[src/rtl/imem_fetch_ctrl.sv]
// Instruction-fetch sequencer for a synchronous-read instruction memory.
// It drives the word address, remembers which PC the returning word belongs
// to, replays the word on stall, squashes on redirect and latches a sticky
// fault on bad redirect targets.
module imem_fetch_ctrl #(
  parameter logic [31:0] RESET_PC = 32'h0000_0000,
  parameter int unsigned DEPTH    = 1024,
  parameter logic [31:0] NOP      = 32'h0000_0013
) (
  input  logic        CLK,
  input  logic        RESET,
  output logic [31:0] IMEM_ADDR,
  input  logic [31:0] IMEM_DATA,
  input  logic        STALL,
  input  logic        REDIRECT,
  input  logic [31:0] REDIRECT_PC,
  output logic        VALID_OUT,
  output logic [31:0] INSTR_OUT,
  output logic [31:0] PC_OUT,
  output logic        FETCH_FAULT,
  output logic [31:0] FAULT_PC,
  output logic [31:0] FETCH_COUNT
);

  localparam logic [31:0] ADDR_LIMIT = 32'(4 * DEPTH);

  typedef enum logic [1:0] {
    BOOT  = 2'd0,
    RUN   = 2'd1,
    FAULT = 2'd2
  } state_t;

  state_t      state;
  logic [31:0] resp_pc;
  logic        resp_valid;
  logic [31:0] fault_pc;
  logic [31:0] fetch_count;

  logic        bad_target;
  logic        valid;
  logic [31:0] next_addr;

  // Redirect target is unusable if misaligned or beyond the memory.
  always_comb begin
    bad_target = REDIRECT &&
                 ((REDIRECT_PC[1:0] != 2'b00) || (REDIRECT_PC >= ADDR_LIMIT));
  end

  // Word on the memory output is real unless squashed by a redirect.
  always_comb begin
    valid = (state == RUN) && resp_valid && !REDIRECT;
  end

  // Address presented to the memory this cycle.
  always_comb begin
    next_addr = RESET_PC;
    case (state)
      BOOT: next_addr = RESET_PC;
      RUN: begin
        if (REDIRECT) begin
          next_addr = bad_target ? resp_pc : REDIRECT_PC;
        end else if (STALL && valid) begin
          next_addr = resp_pc;
        end else begin
          next_addr = resp_pc + 32'd4;
        end
      end
      FAULT:   next_addr = fault_pc & ~32'h3;
      default: next_addr = RESET_PC;
    endcase
  end

  // Fetch state machine: boot, stream, or park on a bad target.
  always_ff @(posedge CLK or posedge RESET) begin
    if (RESET) begin
      state      <= BOOT;
      resp_pc    <= 32'h0;
      resp_valid <= 1'b0;
      fault_pc   <= 32'h0;
    end else begin
      case (state)
        BOOT: begin
          resp_pc    <= RESET_PC;
          resp_valid <= 1'b1;
          state      <= RUN;
        end
        RUN: begin
          if (bad_target) begin
            fault_pc   <= REDIRECT_PC;
            resp_valid <= 1'b0;
            state      <= FAULT;
          end else begin
            resp_pc    <= next_addr;
            resp_valid <= 1'b1;
          end
        end
        FAULT: begin
          resp_valid <= 1'b0;
        end
        default: begin
          state      <= BOOT;
          resp_valid <= 1'b0;
        end
      endcase
    end
  end

  // Count instructions accepted by the IF/ID register.
  always_ff @(posedge CLK or posedge RESET) begin
    if (RESET) begin
      fetch_count <= 32'h0;
    end else if (valid && !STALL) begin
      fetch_count <= fetch_count + 32'd1;
    end
  end

  // Output drive; squashed cycles present a NOP at PC 0.
  always_comb begin
    IMEM_ADDR   = next_addr;
    VALID_OUT   = valid;
    PC_OUT      = valid ? resp_pc : 32'h0;
    INSTR_OUT   = valid ? IMEM_DATA : NOP;
    FETCH_FAULT = (state == FAULT);
    FAULT_PC    = fault_pc;
    FETCH_COUNT = fetch_count;
  end

endmodule

[config.mk]
export PLATFORM = sky130hd
export DESIGN_NAME = imem_fetch_ctrl
export DESIGN_NICKNAME = d
export VERILOG_FILES = /design/src/rtl/imem_fetch_ctrl.sv
export SDC_FILE = /design/constraint.sdc
export NUM_CORES = 1
export LEC_CHECK = 0
export CORE_MARGIN = 2
export CORE_UTILIZATION = 48
export CTS_BUF_LIST = sky130_fd_sc_hd__clkbuf_16
export DETAILED_ROUTE_END_ITERATION = 8
export GPL_ROUTABILITY_DRIVEN = 0
export PLACE_DENSITY = 0.87
export SLEW_MARGIN = 20
export SYNTH_ARGS = -nofsm -noshare
export SYNTH_HDL_FRONTEND = slang
export SYNTH_SLANG_ARGS = --single-unit
[constraint.sdc]
create_clock -name CLK -period 5.5 [get_ports CLK]
set_input_delay 0.825 -clock CLK [delete_from_list [all_inputs] [get_ports CLK]]
set_output_delay 0.825 -clock CLK [all_outputs]
set_load 0.05 [all_outputs]
# == Word level (Yosys, flattened, before mapping) ==
# Index checks and enable logic that the tools add are counted.
# word_totals
in_bits,68
output_inout_bits,162
reg_bits,99
# classes
n_lt_le_gt_ge,1
n_eq_ne,4
reduce_logical,14
bitwise_logic,1
add_sub_neg,2
n_mux,12
# op_table
operator,count
32-bit 2-to-1 mux,6
32-bit one-hot mux with 2 select lines,2
32-bit by 1-bit adder with 32-bit output (second input constant),1
32-bit by 3-bit adder with 32-bit output (second input constant),1
32-bit by 13-bit >= comparator with 1-bit output (second input constant),1
2-bit one-hot mux with 3 select lines,1
2-bit AND reduction,3
1-bit logical AND,5
2-bit != test (second input constant),2
2-bit nonzero test,2
2-bit by 1-bit == test with 1-bit output (second input constant),1
2-bit == test (second input constant),1
1-bit logical NOT,2
2-bit logical NOT,1
2-bit 2-to-1 mux,1
1-bit one-hot mux with 2 select lines,1
1-bit logical OR,1
1-bit 2-to-1 mux,1
1-bit NOT,1

# == Depth between registers and ports, before layout ==
# depth
word_depth,9
depth_mapped,9
mapped_depth_nobuf,8

# == Least setup slack after synthesis ==
# OpenSTA, ideal clock, no wires.
# synth_path
path_kind,input -> output
from,in REDIRECT
to,out IMEM_ADDR[28]
stages,7
t_arrival_ns,3.638
path_slack_ns,1.037
required_time_ns,4.675
n_path_buf,2
cell_sequence,clkbuf_1 > nand4b_1 > buf_2 > nand3_1 > nor3_2 > nand2_1 > o311ai_0
# synth_between
elab_chain_len,6
# synth_rtl
element,line_no,source
start: declaration,15,"input logic REDIRECT,"
1-bit logical NOT,51,valid = (state == RUN) && resp_valid && !REDIRECT;
1-bit logical AND,51,
1-bit logical AND,62,end else if (STALL && valid) begin
32-bit 2-to-1 mux,62,
32-bit 2-to-1 mux (*),60,if (REDIRECT) begin
32-bit one-hot mux with 2 select lines (*),57,case (state)
end: declaration,12,"output logic [31:0] IMEM_ADDR,"
# Mark *: on every way between the ends. The rest lies on a longest branch, timed or not.

# == Worst setup path after layout ==
# layout_path
from,in REDIRECT_PC[12]
to,out IMEM_ADDR[8]
# layout_between
elab_chain_len,6
# layout_rtl
element,line_no,source
start: declaration,16,"input logic [31:0] REDIRECT_PC,"
32-bit by 13-bit >= comparator with 1-bit output,46,((REDIRECT_PC[1:0] != 2'b00) || (REDIRECT_PC >= ADDR_LIMIT));
1-bit logical OR,46,
1-bit logical AND,45,bad_target = REDIRECT &&
32-bit 2-to-1 mux,61,next_addr = bad_target ? resp_pc : REDIRECT_PC;
32-bit 2-to-1 mux,60,
32-bit one-hot mux with 2 select lines,57,
# Every way passes these cells.

==> results.py <==
metrics = {
    "outcome": {
        "outcome": "complete, no violations",
    },
    "sta": {
        "max_freq_mhz": 209.1,
        "slew_violations": 0,
        "slew_headroom_pct": 48.89,
        "finalCritPeriodShare_pct": 86.94,
        "hold_viol": 0,
        "setup_tns_ns": 0,
        "rsz0062_at_grt": "no",
        "tightest_slew_ns": 0.7667,
        "fin_skew_ns": 0.006862,
        "period_minus_slack_ns": 4.781,
        "setup_viol": 0,
    },
    "power_and_ir_drop": {
        "cellInternalPower_w": 0.001903,
        "total_leakage_power_nw": 3.622,
        "seq_power_share_pct": 29.2,
        "power.net_switching_w": 0.001889,
        "combPwrFrac_pct": 53.9,
        "power_density_mw_per_mm2": 439.6,
        "swShare_pct": 49.82,
        "irDropWorstVdd_mv": 0.2978,
        "clkPwrFrac_pct": 16.9,
    },
    "die": {
        "fp-row-count": 40,
        "core_sq_mm": 0.01201,
        "start_util_pct": 49.22,
        "die_h_um": 115.0,
        "die_w_um": 115.0,
        "dieArea_sq_mm": 0.01322,
        "pin_count": 230,
    },
    "yosys": {
        "synth_fa_ha_area_share_pct": 1.058,
        "synth_top_family_by_area": "simple AND/OR/NAND/NOR gates",
        "synth_cell_type_count": 63,
        "synth-xor-area-share_pct": 6.519,
        "ys.warnings.count": 0,
        "syn_nets": 718,
        "synthMuxAreaShare_pct": 6.455,
        "ys.flop_type": "dfrtp_1",
        "synth_edf_count": 0,
        "async_reset_ff_share_pct": 100.0,
        "ys_seq_area_share_pct": 41.90,
        "synthSimpleGateAreaFrac_pct": 24.32,
        "synth_compound_area_share_pct": 15.94,
        "syn_avg_cell_area_sq_um": 9.166,
        "netlist_area_sq_mm": 0.005912,
        "synth-seq-cells": 99,
        "syn_inst": 645,
    },
    "global_routing": {
        "grt_start_max_net_pins": 59,
        "grt_antenna_before_repair": 0,
        "grt_pass1_vias": 6196,
        "grt_usage_pct": 30.59,
        "grt_pass1_wl_mm": 31.60,
        "globalRoute.totalOverflow": 0,
    },
    "drt": {
        "drtAntennaViolNets": 0,
        "drtPass1Iterations": 6,
        "num_vias": 6356,
        "wl_per_cell_um": 20.38,
        "drc": 0,
        "first_iter_violations": 717,
        "wirelength_mm": 20.54,
        "avgViaCountPerCell": 6.306,
    },
    "cells_and_area": {
        "fillerInstances": 853,
        "drive_above_1_share_pct": 9.408,
        "num-nets-final": 929,
        "post-route-util_pct": 71.83,
        "num_antenna_cells": 0,
        "area_delta_synth_final_pct": 45.95,
    },
    "place": {
        "dp_hpwl_mm": 14.99,
        "numPortBuffers": 229,
    },
    "clock_network": {
        "cts.path.max_buffers": 2,
        "cts.sinks": 99,
        "post_cts_resized": 0,
        "cts_hold_buf": 0,
        "cts_buffers": 9,
        "postCtsSetupBuffers": 0,
        "clkSlewWorstSetupHoldPaths_ns": 0.08,
        "clk_latency_ns": 0.35,
        "cts_max_level": 3,
        "cts_tree": "yes",
        "root_buffer": "clkbuf_16",
    },
    "critical_path": {
        "rr_endpoint": "FETCH_COUNT[30]",
        "crit_required_ns": 4.68,
        "reg2reg_setup_slack_ns": 2.51,
        "crit_path_max_fanout": 6,
        "r2r_cells": 8,
        "cp-end-kind": "primary output",
        "cp.arrival_ns": 3.96,
        "worstSetupPathType": "in2out",
        "r2r-start": "state[1]",
        "start_kind": "primary input",
    },
    "min_path": {
        "hold_depth": 1,
        "hp-class": "reg2reg",
        "hold_end": "FETCH_COUNT[28]",
        "hold_start": "FETCH_COUNT[28]",
    },
    "job": {
        "cap_violations": 0,
    },
}
[sequential cells by signal, indices dropped and copies added, names as in the netlist]
register     cells
state            2
resp_pc         32
resp_valid       1
FAULT_PC        32
FETCH_COUNT     32
[critical path: stages]
cell	delay, ns
clkdlybuf4s50_1	0.42
nor4_1	0.57
nand4_1	0.28
nor2_2	0.36
buf_4	0.20
nor3_1	0.05
o31ai_1	0.37
clkdlybuf4s50_1	0.88
[area by class of cell]
cell class / count / area (sq um) / area share [%]
clock inverters: 7 / 81.33 / 0.9426
well taps: 147 / 183.9 / 2.132
clock buffers: 9 / 225.2 / 2.610
multi-input cells: 491 / 3226 / 37.38
flip-flops and latches: 99 / 2477 / 28.71
inverters: 12 / 47.55 / 0.5510
repair buffers: 243 / 2387 / 27.67
[power by group through the flow]
stage	clock network (W)	registers [W]	logic (W)
detailed placement	0	0.00111	0.00203
floorplan	0	0.00151	0.000900
finish	0.000641	0.00111	0.00204
CTS	0.000645	0.00110	0.00204
global route	0.000685	0.00113	0.00214
global placement	0	0.00110	0.00199
[metrics by stage]
stage	hold WS [ns]	worst slack (ns)	instances	instance area, sq um	power [W]
6_report	0.4959	0.7185	1008	8628	0.003793
5_1_grt	0.5203	0.5352	1008	8628	0.003956
4_1_cts	0.4889	0.7552	1008	8628	0.003780
3_5_place_dp	0.4747	0.7657	992	8322	0.003139
3_3_place_gp	0.4632	0.8441	992	8322	0.003095
2_1_floorplan	0.4635	1.037	645	5912	0.002413
[kinds of logic after synthesis]
family          Yosys count
compound gates          142
xor+xnor                 44
fa+ha+maj                 5
buf+inv                  55
flops                    99
mux                      34
simple gates            266
[how the worst max path moves through the flow]
stage | start | to | slack, ns
after global placement | REDIRECT_PC[13] | IMEM_ADDR[8] | 0.84
after detailed placement | REDIRECT_PC[14] | IMEM_ADDR[8] | 0.77
after floorplan | REDIRECT | IMEM_ADDR[28] | 1.04
final | REDIRECT_PC[12] | IMEM_ADDR[8] | 0.72
after CTS | REDIRECT_PC[14] | IMEM_ADDR[8] | 0.76
after global routing | REDIRECT_PC[14] | IMEM_ADDR[8] | 0.54
[synth_stat cells, types with 3 or more instances]
library cell | instances | area (sq um)
and3_1 | 77 | 481.7
o22ai_1 | 6 | 37.54
a31oi_1 | 7 | 43.79
a22o_1 | 13 | 113.9
inv_1 | 12 | 45.04
a32o_1 | 4 | 40.04
nand2b_1 | 5 | 31.28
xnor2_1 | 28 | 245.2
clkbuf_1 | 33 | 123.9
a22oi_1 | 13 | 97.59
buf_2 | 8 | 40.04
a31o_2 | 3 | 26.28
nand3_1 | 24 | 120.1
nand2_1 | 63 | 236.5
nor4_1 | 14 | 87.58
dfrtp_1 | 99 | 2477
nor3_1 | 5 | 25.02
nand4_1 | 15 | 93.84
nor2_1 | 32 | 120.1
xor2_1 | 16 | 140.1
o21ai_0 | 45 | 225.2
a21o_1 | 3 | 22.52
o31ai_1 | 3 | 22.52
ha_1 | 5 | 62.56
and4_1 | 6 | 52.55
and2_1 | 9 | 56.30
a21oi_1 | 18 | 90.09
mux2_2 | 33 | 371.6
o211ai_1 | 4 | 30.03
[cell usage in the layout (no fill, tap or decap), types with 7 or more instances in the layout]
cell type and n:
xor2_1 16, nand2_1 63, a22oi_1 13, nor2_1 31, nand4_1 15, xnor2_1 28
clkbuf_16 9, a22o_1 13, o21ai_0 45, dfrtp_1 99, buf_4 18, a21oi_1 18
and2_1 9, and3_1 77, nand3_1 24, clkdlybuf4s50_1 225, a31oi_1 7, inv_1 11
nor4_1 14, mux2_2 33
[routing by layer]
| layer | vias to the layer above | GRT usage [%] | part of all wire, % |
|---|---|---|---|
| li1 | 2804 | - | - |
| met1 | 3048 | 35.59 | 36 |
| met2 | 424 | 51.96 | 49 |
| met3 | 80 | 8.329 | 11 |
| met4 | 0 | 15.58 | 4.3 |
| met5 | - | 0 | 0 |
(Power assumes the default switching activity.)
